File: src/rtl/i_fetch_mux_if.sv
// rtl/i_fetch_mux_if.sv - fetch request/response channel between core fetch stage and fetch mux
interface i_fetch_mux_if #(
    parameter int XLEN     = 32,
    parameter int ADDR_LEN = 14
);
    logic                req_valid;
    logic                req_ready;
    logic [ADDR_LEN-1:0] req_addr;
    logic                rsp_valid;
    logic                rsp_ready;
    logic [XLEN-1:0]     rsp_data;
    logic                rsp_err;

    modport master (
        output req_valid, req_addr, rsp_ready,
        input  req_ready, rsp_valid, rsp_data, rsp_err
    );

    modport slave (
        input  req_valid, req_addr, rsp_ready,
        output req_ready, rsp_valid, rsp_data, rsp_err
    );
endinterface

File: src/rtl/i_fetch_mux.sv
// rtl/i_fetch_mux.sv - instruction fetch mux over N synchronous-read instruction banks
module i_fetch_mux #(
    parameter int                            XLEN      = 32,
    parameter int                            ADDR_LEN  = 14,
    parameter int                            NUM_BANKS = 2,
    parameter logic [NUM_BANKS*ADDR_LEN-1:0] BANK_BASE = {14'h2000, 14'h0000},
    parameter logic [ADDR_LEN-1:0]           TOP_ADDR  = 14'h3FFF
) (
    input  logic                             clk,
    input  logic                             rst,
    input  logic                             flush,
    i_fetch_mux_if.slave                     fetch,
    output logic [NUM_BANKS-1:0]             bank_en,
    output logic [NUM_BANKS*(ADDR_LEN-2)-1:0] bank_addr,
    input  logic [NUM_BANKS*XLEN-1:0]        bank_data
);
    localparam int SEL_W = (NUM_BANKS > 1) ? $clog2(NUM_BANKS) : 1;
    localparam int WA    = ADDR_LEN - 2;

    localparam logic [1:0] S_EMPTY = 2'd0;
    localparam logic [1:0] S_LIVE  = 2'd1;
    localparam logic [1:0] S_HELD  = 2'd2;
    localparam logic [1:0] S_ERR   = 2'd3;

    logic [1:0]       state;
    logic [SEL_W-1:0] sel_q;
    logic [XLEN-1:0]  hold_q;

    logic [SEL_W-1:0] sel;
    logic [WA-1:0]    offset;
    logic             fault;
    logic             req_ready;
    logic             accept;
    logic [XLEN-1:0]  live_word;

    // Bases are ascending, so the last matching bank is the highest one at or below the address.
    always_comb begin
        sel    = '0;
        offset = '0;
        for (int i = 0; i < NUM_BANKS; i++) begin
            if (fetch.req_addr >= BANK_BASE[i*ADDR_LEN +: ADDR_LEN]) begin
                sel    = SEL_W'(i);
                offset = fetch.req_addr[ADDR_LEN-1:2] - BANK_BASE[i*ADDR_LEN+2 +: WA];
            end
        end
    end

    assign fault     = (fetch.req_addr[1:0] != 2'b00) || (fetch.req_addr > TOP_ADDR);
    assign req_ready = !rst && !flush && (state == S_EMPTY || fetch.rsp_ready);
    assign accept    = fetch.req_valid && req_ready;

    always_comb begin
        bank_en   = '0;
        bank_addr = '0;
        for (int i = 0; i < NUM_BANKS; i++) begin
            if (sel == SEL_W'(i)) begin
                bank_en[i]            = accept && !fault;
                bank_addr[i*WA +: WA] = offset;
            end
        end
    end

    always_comb begin
        live_word = '0;
        for (int i = 0; i < NUM_BANKS; i++) begin
            if (sel_q == SEL_W'(i)) begin
                live_word = bank_data[i*XLEN +: XLEN];
            end
        end
    end

    assign fetch.req_ready = req_ready;
    assign fetch.rsp_valid = (state != S_EMPTY);
    assign fetch.rsp_err   = (state == S_ERR);
    assign fetch.rsp_data  = (state == S_LIVE) ? live_word :
                             (state == S_HELD) ? hold_q    : '0;

    // Bank output is only valid the cycle after the read, so a stalled response is captured once.
    always_ff @(posedge clk) begin
        if (rst) begin
            state  <= S_EMPTY;
            sel_q  <= '0;
            hold_q <= '0;
        end else if (flush) begin
            state <= S_EMPTY;
        end else if (accept) begin
            sel_q <= sel;
            state <= fault ? S_ERR : S_LIVE;
        end else if (state == S_LIVE && !fetch.rsp_ready) begin
            hold_q <= live_word;
            state  <= S_HELD;
        end else if (state != S_EMPTY && fetch.rsp_ready) begin
            state <= S_EMPTY;
        end
    end
endmodule

File: src/flat_wrapper.sv
// flat-port wrapper written by rule: the top's interface ports become plain ports
module i_fetch_mux_flat 
#(
    parameter int                            XLEN      = 32,
    parameter int                            ADDR_LEN  = 14,
    parameter int                            NUM_BANKS = 2,
    parameter logic [NUM_BANKS*ADDR_LEN-1:0] BANK_BASE = {14'h2000, 14'h0000},
    parameter logic [ADDR_LEN-1:0]           TOP_ADDR  = 14'h3FFF
)
  (clk, rst, flush, bank_en, bank_addr, bank_data, fetch_req_valid, fetch_req_addr, fetch_rsp_ready, fetch_req_ready, fetch_rsp_valid, fetch_rsp_data, fetch_rsp_err);
  i_fetch_mux_if #(.XLEN(XLEN), .ADDR_LEN(ADDR_LEN)) fetch_i ();
  input  logic clk;
  input  logic rst;
  input  logic flush;
  output logic [NUM_BANKS-1:0] bank_en;
  output logic [NUM_BANKS*(ADDR_LEN-2)-1:0] bank_addr;
  input  logic [NUM_BANKS*XLEN-1:0] bank_data;
  input wire logic [$bits(fetch_i.req_valid)-1:0] fetch_req_valid;
  input wire logic [$bits(fetch_i.req_addr)-1:0] fetch_req_addr;
  input wire logic [$bits(fetch_i.rsp_ready)-1:0] fetch_rsp_ready;
  output wire logic [$bits(fetch_i.req_ready)-1:0] fetch_req_ready;
  output wire logic [$bits(fetch_i.rsp_valid)-1:0] fetch_rsp_valid;
  output wire logic [$bits(fetch_i.rsp_data)-1:0] fetch_rsp_data;
  output wire logic [$bits(fetch_i.rsp_err)-1:0] fetch_rsp_err;
  assign fetch_i.req_valid = fetch_req_valid;
  assign fetch_i.req_addr = fetch_req_addr;
  assign fetch_i.rsp_ready = fetch_rsp_ready;
  assign fetch_req_ready = fetch_i.req_ready;
  assign fetch_rsp_valid = fetch_i.rsp_valid;
  assign fetch_rsp_data = fetch_i.rsp_data;
  assign fetch_rsp_err = fetch_i.rsp_err;
  i_fetch_mux #(.XLEN(XLEN), .ADDR_LEN(ADDR_LEN), .NUM_BANKS(NUM_BANKS), .BANK_BASE(BANK_BASE), .TOP_ADDR(TOP_ADDR)) u_core (.clk(clk), .rst(rst), .flush(flush), .fetch(fetch_i), .bank_en(bank_en), .bank_addr(bank_addr), .bank_data(bank_data));
endmodule
File: config.mk
export PLATFORM = sky130hd
export DESIGN_NAME = i_fetch_mux_flat
export DESIGN_NICKNAME = d
export VERILOG_FILES = /design/src/rtl/i_fetch_mux_if.sv /design/src/rtl/i_fetch_mux.sv /design/src/flat_wrapper.sv
export SDC_FILE = /design/constraint.sdc
export NUM_CORES = 1
export LEC_CHECK = 0
export ABC_AREA = 1
export BUFFER_PORTS_ARGS = -buffer_cell sky130_fd_sc_hd__buf_2
export CAP_MARGIN = 20
export CORE_MARGIN = 2
export CORE_UTILIZATION = 47
export DETAILED_ROUTE_END_ITERATION = 16
export PLACE_DENSITY = 0.95
export SYNTH_ARGS = -nofsm -noshare
export SYNTH_HDL_FRONTEND = slang
export SYNTH_SLANG_ARGS = --single-unit
File: constraint.sdc
create_clock -name clk -period 2.95 [get_ports clk]
set_input_delay 0.59 -clock clk [delete_from_list [all_inputs] [get_ports clk]]
set_output_delay 0.59 -clock clk [all_outputs]
set_load 0.005 [all_outputs]
# Word level (Yosys, flattened, before mapping)
# Cells that the tools add are included.
[classes]
n_addsub = 1
mul = 0
div = 0
magnitude_cmp = 3
eq_ne = 3
shift = 0
muxes = 14
n_bitwise = 2
reduce_logical = 19
[ops]
columns = ["operator", "count"]
rows = [
  ["$mux W32", 3],
  ["$mux W12", 4],
  ["$ge A14 B1 Y1 const B", 1],
  ["$ge A14 B14 Y1 const B", 1],
  ["$gt A14 B14 Y1 const B", 1],
  ["$sub A12 B12 Y12 const B", 1],
  ["$mux W2", 4],
  ["$logic_and A1 B1 Y1", 6],
  ["$eq A2 B2 Y1 const B", 2],
  ["$logic_not A1 Y1", 4],
  ["$reduce_bool A2 Y1", 2],
  ["$mux W1", 3],
  ["$reduce_and A3 Y1", 1],
  ["$reduce_bool A3 Y1", 1],
  ["$eq A2 B1 Y1 const B", 1],
  ["$logic_not A2 Y1", 1],
  ["$logic_or A1 B1 Y1", 2],
  ["$not A1 Y1", 2],
  ["$reduce_and A2 Y1", 1],
  ["$reduce_or A2 Y1", 1],
]
[word_totals]
regBits = 35
latch_bits = 0
mem_bits_rw = 0
romBits = 0
inputBits = 83
out_inout_bits = 61
n_memories = 0

# Logic depth before layout (Yosys ltp)
# Gate-level depths: netlist of run 1.
[depth]
ltp_word = 6
depth_mapped = 7
mapped_depth_nobuf = 6

# Worst setup path before layout of run 1
# OpenSTA, ideal clock, no wires.
[synth_timing]
kind = "in2out"
startpoint = "input port fetch_req_addr[13]"
endpoint = "output port bank_addr[15]"
t_arrival_ps = 1200
required_time_ps = 2360
slack_ps = 1160
cell_stages = 4
path_cell_list = "clkbuf_1 clkbuf_1 nand2_1 inv_1"
[synth_between]
elab_chain_cells = 4
word_cells_on_any_way = 6
cone_classes = "order compare: 2; mux: 4"
[synth_lines]
columns = ["item", "line_no", "text"]
rows = [
  ["start, declared", "flat_wrapper.sv:19", "input wire logic [$bits(fetch_i.req_addr)-1:0] fetch_req_addr;"],
  ["$ge A14 B1 Y1", "i_fetch_mux.sv:41", "if (fetch.req_addr >= BANK_BASE[i*ADDR_LEN +: ADDR_LEN]) begin"],
  ["$mux W12 (2 in series)", "i_fetch_mux.sv:41", ""],
  ["$mux W12 (*)", "i_fetch_mux.sv:56", "if (sel == SEL_W'(i)) begin"],
  ["end, declared", "flat_wrapper.sv:16", "output logic [NUM_BANKS*(ADDR_LEN-2)-1:0] bank_addr;"],
]
# Mark *: on every way between the ends. The rest lies on a longest branch, timed or not.

# Worst setup path in the final report of run 1
[layout_timing]
startpoint = "register u_core.state[1]"
endpoint = "output port fetch_rsp_data[5]"
[layout_between]
elab_chain_cells = 3
word_cells_on_any_way = 4
cone_classes = "eq/ne: 2; mux: 2"
[layout_lines]
columns = ["item", "line_no", "text"]
rows = [
  ["start, declared", "i_fetch_mux.sv:25", "logic [1:0] state;"],
  ["start signal, assigned", "i_fetch_mux.sv:88", "state <= fault ? S_ERR : S_LIVE;"],
  ["$eq A2 B2 Y1", "i_fetch_mux.sv:76", "(state == S_HELD) ? hold_q : '0;"],
  ["$mux W32", "i_fetch_mux.sv:76", ""],
  ["$mux W32 (*)", "i_fetch_mux.sv:75", "assign fetch.rsp_data = (state == S_LIVE) ? live_word :"],
  ["end, declared", "flat_wrapper.sv:23", "output wire logic [$bits(fetch_i.rsp_data)-1:0] fetch_rsp_data;"],
]
# Marked as above.

==> metrics list, run 1 <==
- Via count of the first global-routing pass: 2525
- Type of the most critical hold path: flop to flop
- Yosys warnings: 0
* Metal1 wirelength: 2670 µm
* Setup tns final: 0 ps
- Register bit total from synthesis: 35
* Final cycle utilization of the critical path: 80.2%
- Core region area: 0.00479 mm²
* 1st-pass router iterations: 4
- For the worst setup path, the data required time is 2360 ps.
- STA classifies the critical path startpoint as a flop.
* Die area: 0.00559 mm²
* Global routing usage summed across all routing layers: 22.4%
- Antenna diode count: 0
* Worst relative slew slack: 44.1%
- Post-Synthesis Cell Area: 0.00235 mm²
* Met3 Routed Length: 400 µm
- DRC errors left: 0
- Once the clock tree was built, the resizer swapped 0 gates to a different size.
- After the first detailed-routing iteration, the DRC count stood at 232.
* Commonest cells after routing, fill and taps aside: 177 x sky130_fd_sc_hd__nand2_1, 141 x sky130_fd_sc_hd__buf_2, 84 x sky130_fd_sc_hd__nor2_1
- Beginning of the worst register-to-register path: u_core.state[1]$_SDFFE_PP0P_
* Number of levels in the clock H-tree: 2
- In this run the tool buffered the top-level ports with 141 buffer cells.
* Post-route core utilization: 64.8%
* Combined area of the multi-input logic cells: 0.00137 mm²
* Mapped Avg Cell Area: 5.46 µm²
- Buffers added to address setup during post-CTS repair amount to 0.
- For the pin with the worst max-slew slack, the measured transition is 838 ps.
* Die X: 74.8 µm
- CP arrival: 1780 ps
- Synth-to-layout area growth: 31.6%
- The worst hold path begins at u_core.hold_q[13]$_SDFFE_PP0P_.
- In this run the core area contains 25 standard-cell rows.
- Average wire length per cell after detail routing: 10.0 µm
- Inserted Clock Buffers: 5
- Fmax: 422 MHz
- Final global-route overflow total: 0
- TritonCTS built the clock tree.
* RD Place Congestion: 0.782
- For this configuration, the core starts out at a cell density of 49.2%.
- Worst reg-to-reg setup slack: 740 ps
- The critical path goes through buf_4 -> nand3_1 -> nand2_1 -> buf_2.
- Routed met2 length: 3120 µm
* WHS: 483 ps
* Final setup fails: 0
* Total leakage power: 1.93 nW
- Antenna violation net count after detailed routing: 0
* Total of fill cells in the finished design: 476
* Fin crit period: 2370 ps
- PD cells: 339 mW/mm²
- The worst setup path is of the flop to output pin kind.
* Clock latency at the later pin of the worst-skew pair: 280 ps
* Fraction of layout cells with a size suffix above 1: 28.0%
* IR Drop Worst-Case VDD: 0.000289 V
- Using the TritonRoute via totals, the vias-per-cell ratio works out to 4.68.
- Final-stage net count: 635
- The largest individual stage delay along the critical path comes from the cell sky130_fd_sc_hd__dfxtp_1.
* Antenna violations before repair: 0
* Most common cell after layout, fill and taps aside: sky130_fd_sc_hd__nand2_1
- Crit path from: u_core.state[1]$_SDFFE_PP0P_
- Max-cap violations in this run came to 0.
- Die span in y: 74.8 µm
- The flow ran to the end, and the final reports show no timing, DRC or antenna violations.
* Setup repair after global routing missed its margin: no
- Count of hold-fix buffers inserted at cts: 0
- Mapped Cells: 431
- Detailed placement ended at an HPWL of 4500 µm.
- Between clock sinks in the finished design, the worst skew comes to 2.41 ps.
* Final Hold Vio Count: 0
* Maximum number of pins on one net before global-route repair: 35
* Crit-path max cell delay: 800 ps
- Peak fanout along the critical path: 19
- Post-synthesis sequential area ratio: 29.8%
* Wire length of the first global-routing pass: 10100 µm
- Number of pins exceeding their max-slew limit in the final report: 0
- Maximum count of clock buffers along a single path: 2
- The tree is rooted in a sky130_fd_sc_hd__clkbuf_8.
* Max layer used: met4
- I/O pin count: 144
- The routed design has 6230 µm of wire.
- Counting every sink on the clock net gives 35.
* Critical path endpoint category: output pin
- Clock slew seen by the registers of the worst setup and hold paths: 70 ps
* Vias: 2903
- Summing all flip-flop and latch instances after layout gives 701 µm².
* Distinct cell type count of the synthesized netlist: 20
[sequential cells by signal, summed over array words and instances (netlist names)]
register and count:
u_core.sel_q 1, u_core.hold_q 32, u_core.state 2
[synth_stat cells (all sizes together)]
cell type	number	area (µm²)
nand2	178	676
nor2	85	335
dfxtp	35	701
nand3	33	165
o21ai	33	165
inv	31	116
buf	18	120
clkbuf	13	51.3
a21oi	2	10.0
clkinv	1	5.00
conb	1	3.75
nand4	1	6.26
[final cells by class]
type / instances / area share, %
inverter: 32 / 3.92
multi-input combinational: 334 / 44.0
clock buffer: 8 / 3.23
timing repair buffer: 144 / 23.5
sequential: 35 / 22.6
tap: 67 / 2.70
[metal layers]
layer / vias up / global-route usage (%)
met5: - / 0
met4: 0 / 6.75
met3: 7 / 3.75
met2: 102 / 41.1
met1: 1250 / 26.8
li1: 1544 / -
[report_power, final]
| group | switching, mW | internal [mW] |
|---|---|---|
| Combinational | 0.109 | 0.0871 |
| Clock | 0.162 | 0.213 |
| Sequential | 0.00400 | 0.477 |
| Total | 0.275 | 0.777 |
[kinds of logic (layout without fill, tap and decap cells)]
family,Yosys count,after routing,synth area share [%]
compound gates,35,35,7.44
buf+inv,63,184,12.4
flops,35,35,29.8
other cells,1,2,0.159
simple gates,297,297,50.2
[stage by stage]
| stage | setup WS, ps | instances | area, µm² | total power [mW] |
|---|---|---|---|---|
| 2_1_floorplan | 1160 | 432 | 2360 | 0.600 |
| 3_3_place_gp | 833 | 612 | 3000 | 0.682 |
| 3_5_place_dp | 754 | 612 | 3000 | 0.688 |
| 4_1_cts | 584 | 620 | 3100 | 1.06 |
| 5_1_grt | 431 | 620 | 3100 | 1.11 |
| 6_report | 583 | 620 | 3100 | 1.05 |
[worst max-delay path: cells and delay by family, from the launching register on]
family                 cells  cell delay [ps]
buffers and inverters      2              460
flip-flops                 1              800
AND/OR/NAND/NOR            2              220
[worst paths after layout]
| kind | cells after the start | endpoint |
|---|---|---|
| setup / recovery | 4 | fetch_rsp_data[5] |
| hold / removal | 2 | u_core.hold_q[13]$_SDFFE_PP0P_ |
| setup reg to reg | 5 | u_core.hold_q[19]$_SDFFE_PP0P_ |
| hold reg to reg | 2 | u_core.hold_q[13]$_SDFFE_PP0P_ |
Power figures use the tool's default switching activity.
==> run 2, diff against run 1 <==
- CORE_UTILIZATION: 47 -> 39
- PLACE_DENSITY: 0.95 -> 0.89
- clock period: 2.95 -> 2.14 ns (I/O delays scaled with it)
==> metrics list, run 2 (same netlist as run 1, synthesis figures left out) <==
- The run finished with clean final reports.
- Clock network fraction of total power: 31.9% (-3.8 points)
* Number of pins exceeding their max-slew limit in the final report: 0 (unchanged)
- The cell leakage power came to 1.94 nW (+0.98%).
- The worst path buffer plus inverter count came to 3 (+1).
- The largest net degree at the start of global routing came to 34 (-2.9%).
- The mean routed wirelength per cell is 10.5 µm (+4.3%).
- The signal on the critical path passes through inv_1 -> buf_4 -> nand2_1 -> nand2_1 -> nand2_1 -> nand2_1 -> buf_2.
- The number of buffers inserted by hold repair at cts is 0 (unchanged).
- The number of design-rule violations left by the first detailed-router iteration came to 127 (-45%).
* Dominant cell type by count on the critical path: sky130_fd_sc_hd__nand2_1
* GR Layer Usage met1: 23.0% (-3.8 points)
- Number of vias per cell: 4.53 (-3.2%)
- The maximum cell stage delay along the critical path is 560 ps (-240 ps).
* Setup repair after global routing missed its margin: no
- CP Launch Type: flop
- The clock-pin slew on the worst setup and hold paths is 60 ps (about the same).
- Critical path endpoint category: output pin
- The weighted congestion reported at the end of routability-driven placement was 0.784 (+0.19%).
* Commonest cells after routing, fill and taps aside: 177 x sky130_fd_sc_hd__nand2_1, 141 x sky130_fd_sc_hd__buf_2, 84 x sky130_fd_sc_hd__nor2_1
- The total number of clock tree sinks was 35 (unchanged).
- The largest registers in the layout are u_core.hold_q (32), u_core.state (2), u_core.sel_q (1).
- The routed via count was 2874 (-1.0%).
- Final setup fails: 0 (unchanged)
- Setup tns final: 0 ps (unchanged)
- Setup clock skew after layout: 9.76 ps (+7.35 ps)
- Most Crowded Layer GR: met2
* Peak fanout along the critical path: 18 (-1)
- The count of port buffers added during placement was 141 (unchanged).
- Data required time at the worst endpoint: 1710 ps (-650 ps)
* Die X: 81.7 µm (+9.3%)
* Clock Tree Root: sky130_fd_sc_hd__clkbuf_8
- The initial core utilization came to 40.0% (-9.2 points).
* TritonCTS clock tree: done
- The overall global routing resource usage was 19.3% (-3.1 points).
- The utilization of the core after routing came to 53.3% (-11 points).
- The total power per unit cell area was 440 mW/mm² (+30%).
- Number of gates resized after cts: 0 (unchanged)
- I/O pin count: 144 (unchanged)
- Flip-flop count of the largest register after layout: 32 (unchanged)
- The detailed placement HPWL is 4980 µm (+11%).
* Wire length of the first global-routing pass: 10300 µm (+2.0%)
* Register with the highest flop count: u_core.hold_q
- The number of levels the H-tree was split into was 2 (unchanged).
- Antenna violation net count after detailed routing: 0 (unchanged)
- The standard cell core area came to 0.00589 mm² (+23%).
- Total of fill cells in the finished design: 602 (+26%)
* Final global-route overflow total: 0 (unchanged)
- The sequential power share is 48.1% (+2.4 points).
* Synth-to-layout area growth: 33.2%
- The slowest stage of the critical path is the sky130_fd_sc_hd__dfxtp_1 cell.
* Most common cell after layout, fill and taps aside: sky130_fd_sc_hd__nand2_1
- The fraction of final layout cells with drive strength greater than 1 was 28.6% (+0.59 points).
- The die outline area was 0.00668 mm² (+19%).
* 1st-pass router iterations: 4 (unchanged)
* Reported max-cap violation count: 0 (unchanged)
* Switching part of the total: 26.9% (+0.72 points)
- Via count of the first global-routing pass: 2409 (-4.6%)
* Type of the most critical hold path: input pin to flop
- The peak supply drop came to 0.000192 V (-33%).
* Antenna violations before repair: 0 (unchanged)
* Final Hold Vio Count: 0 (unchanged)
* Total power draw: 1.38 mW (+31%)
- The count of unresolved DRC violations after routing is 0 (unchanged).
- CP arrival: 1550 ps (-230 ps)
* Final cycle utilization of the critical path: 92.5%
- The count of buffers added by post-CTS timing repair for setup came to 0 (unchanged).
- The internal power contribution was 1.01 mW (+30%).
- Clock latency at the later pin of the worst-skew pair: 280 ps (about the same)
- Based on the critical path, the design can be clocked at up to 505 MHz.
- Row Count: 28 (+12%)
- The global routing usage on met2 was 36.6% (-4.5 points).
- Among cell families on the critical path, the largest total delay comes from flip-flops.
* Antenna diode count: 0 (unchanged)
- Setup Crit Path Kind: flop to output pin
- Final wirelength: 6640 µm (+6.6%)
* Net Switching: 371 µW (+35%)
- Inserted Clock Buffers: 5 (unchanged)
- The share of total power in combinational logic came to 20.0% (+1.4 points).
- WHS: 471 ps (-12.3 ps)
- The met3 demand-to-capacity share in global routing came to 2.86% (-0.89 points).
- Maximum count of clock buffers along a single path: 2 (unchanged)
* Fin crit period: 1980 ps
- The net count of the finished layout is 641 (+0.94%).
- Die span in y: 81.7 µm (+9.3%)
run 2: changes by cell type in the layout (fill, tap and decap cells not counted), sizes merged:
| cell | previous run | this run |
|---|---|---|
| buf | 144 | 150 |
| clkbuf | 8 | 7 |
| clkinv | 1 | 2 |
run 2: path summary, 6_finish.rpt:
check / start / to / slack, ps / cells past startpoint
worst max-delay path: u_core.sel_q$_SDFFE_PP0P_ / fetch_rsp_data[31] / 160 / 7
worst min-delay path: rst / u_core.state[1]$_SDFFE_PP0P_ / 470 / 4
worst max register to register: u_core.state[0]$_SDFFE_PP0P_ / u_core.hold_q[16]$_SDFFE_PP0P_ / 390 / 6
worst min register to register: u_core.hold_q[2]$_SDFFE_PP0P_ / u_core.hold_q[2]$_SDFFE_PP0P_ / 490 / 2
run 2: power groups by stage:
| stage | sequential [mW] | clock (mW) | combinational [mW] |
|---|---|---|---|
| floorplan | 0.674 | 0 | 0.153 |
| finish | 0.664 | 0.441 | 0.276 |
| global route | 0.664 | 0.479 | 0.316 |
| global placement | 0.678 | 0 | 0.271 |
| CTS | 0.664 | 0.452 | 0.279 |
| detailed placement | 0.679 | 0 | 0.278 |
run 2: layer usage:
layer	up-vias	wire length [µm]	part of all wire, %
met5	-	0	0
met4	0	46	0.69
met3	5	395	5.9
met2	95	3370	51
met1	1222	2830	43
li1	1552	-	-
run 2: area by class of cell:
| cell class | instances | area, µm² | area share [%] |
|---|---|---|---|
| sequential | 35 | 701 | 22.3 |
| multi-input combinational | 334 | 1370 | 43.5 |
| inverter | 32 | 121 | 3.87 |
| clock buffer | 7 | 76.3 | 2.43 |
| clock inverter | 1 | 5.00 | 0.160 |
| timing repair buffer | 150 | 773 | 24.7 |
| tap | 75 | 93.8 | 2.99 |
run 2: stage by stage:
stage	area, µm²	setup slack [ps]	cells
6_report	3140	160	634
5_1_grt	3140	22.0	634
4_1_cts	3140	134	634
3_5_place_dp	3050	365	626
3_3_place_gp	3050	459	626
2_1_floorplan	2360	674	432
run 2: worst register-to-register path, delay by kind of cell, from the launching register on:
kind | cells | cell delay [ps]
flops | 1 | 360
simple gates | 4 | 800
buf+inv | 2 | 520
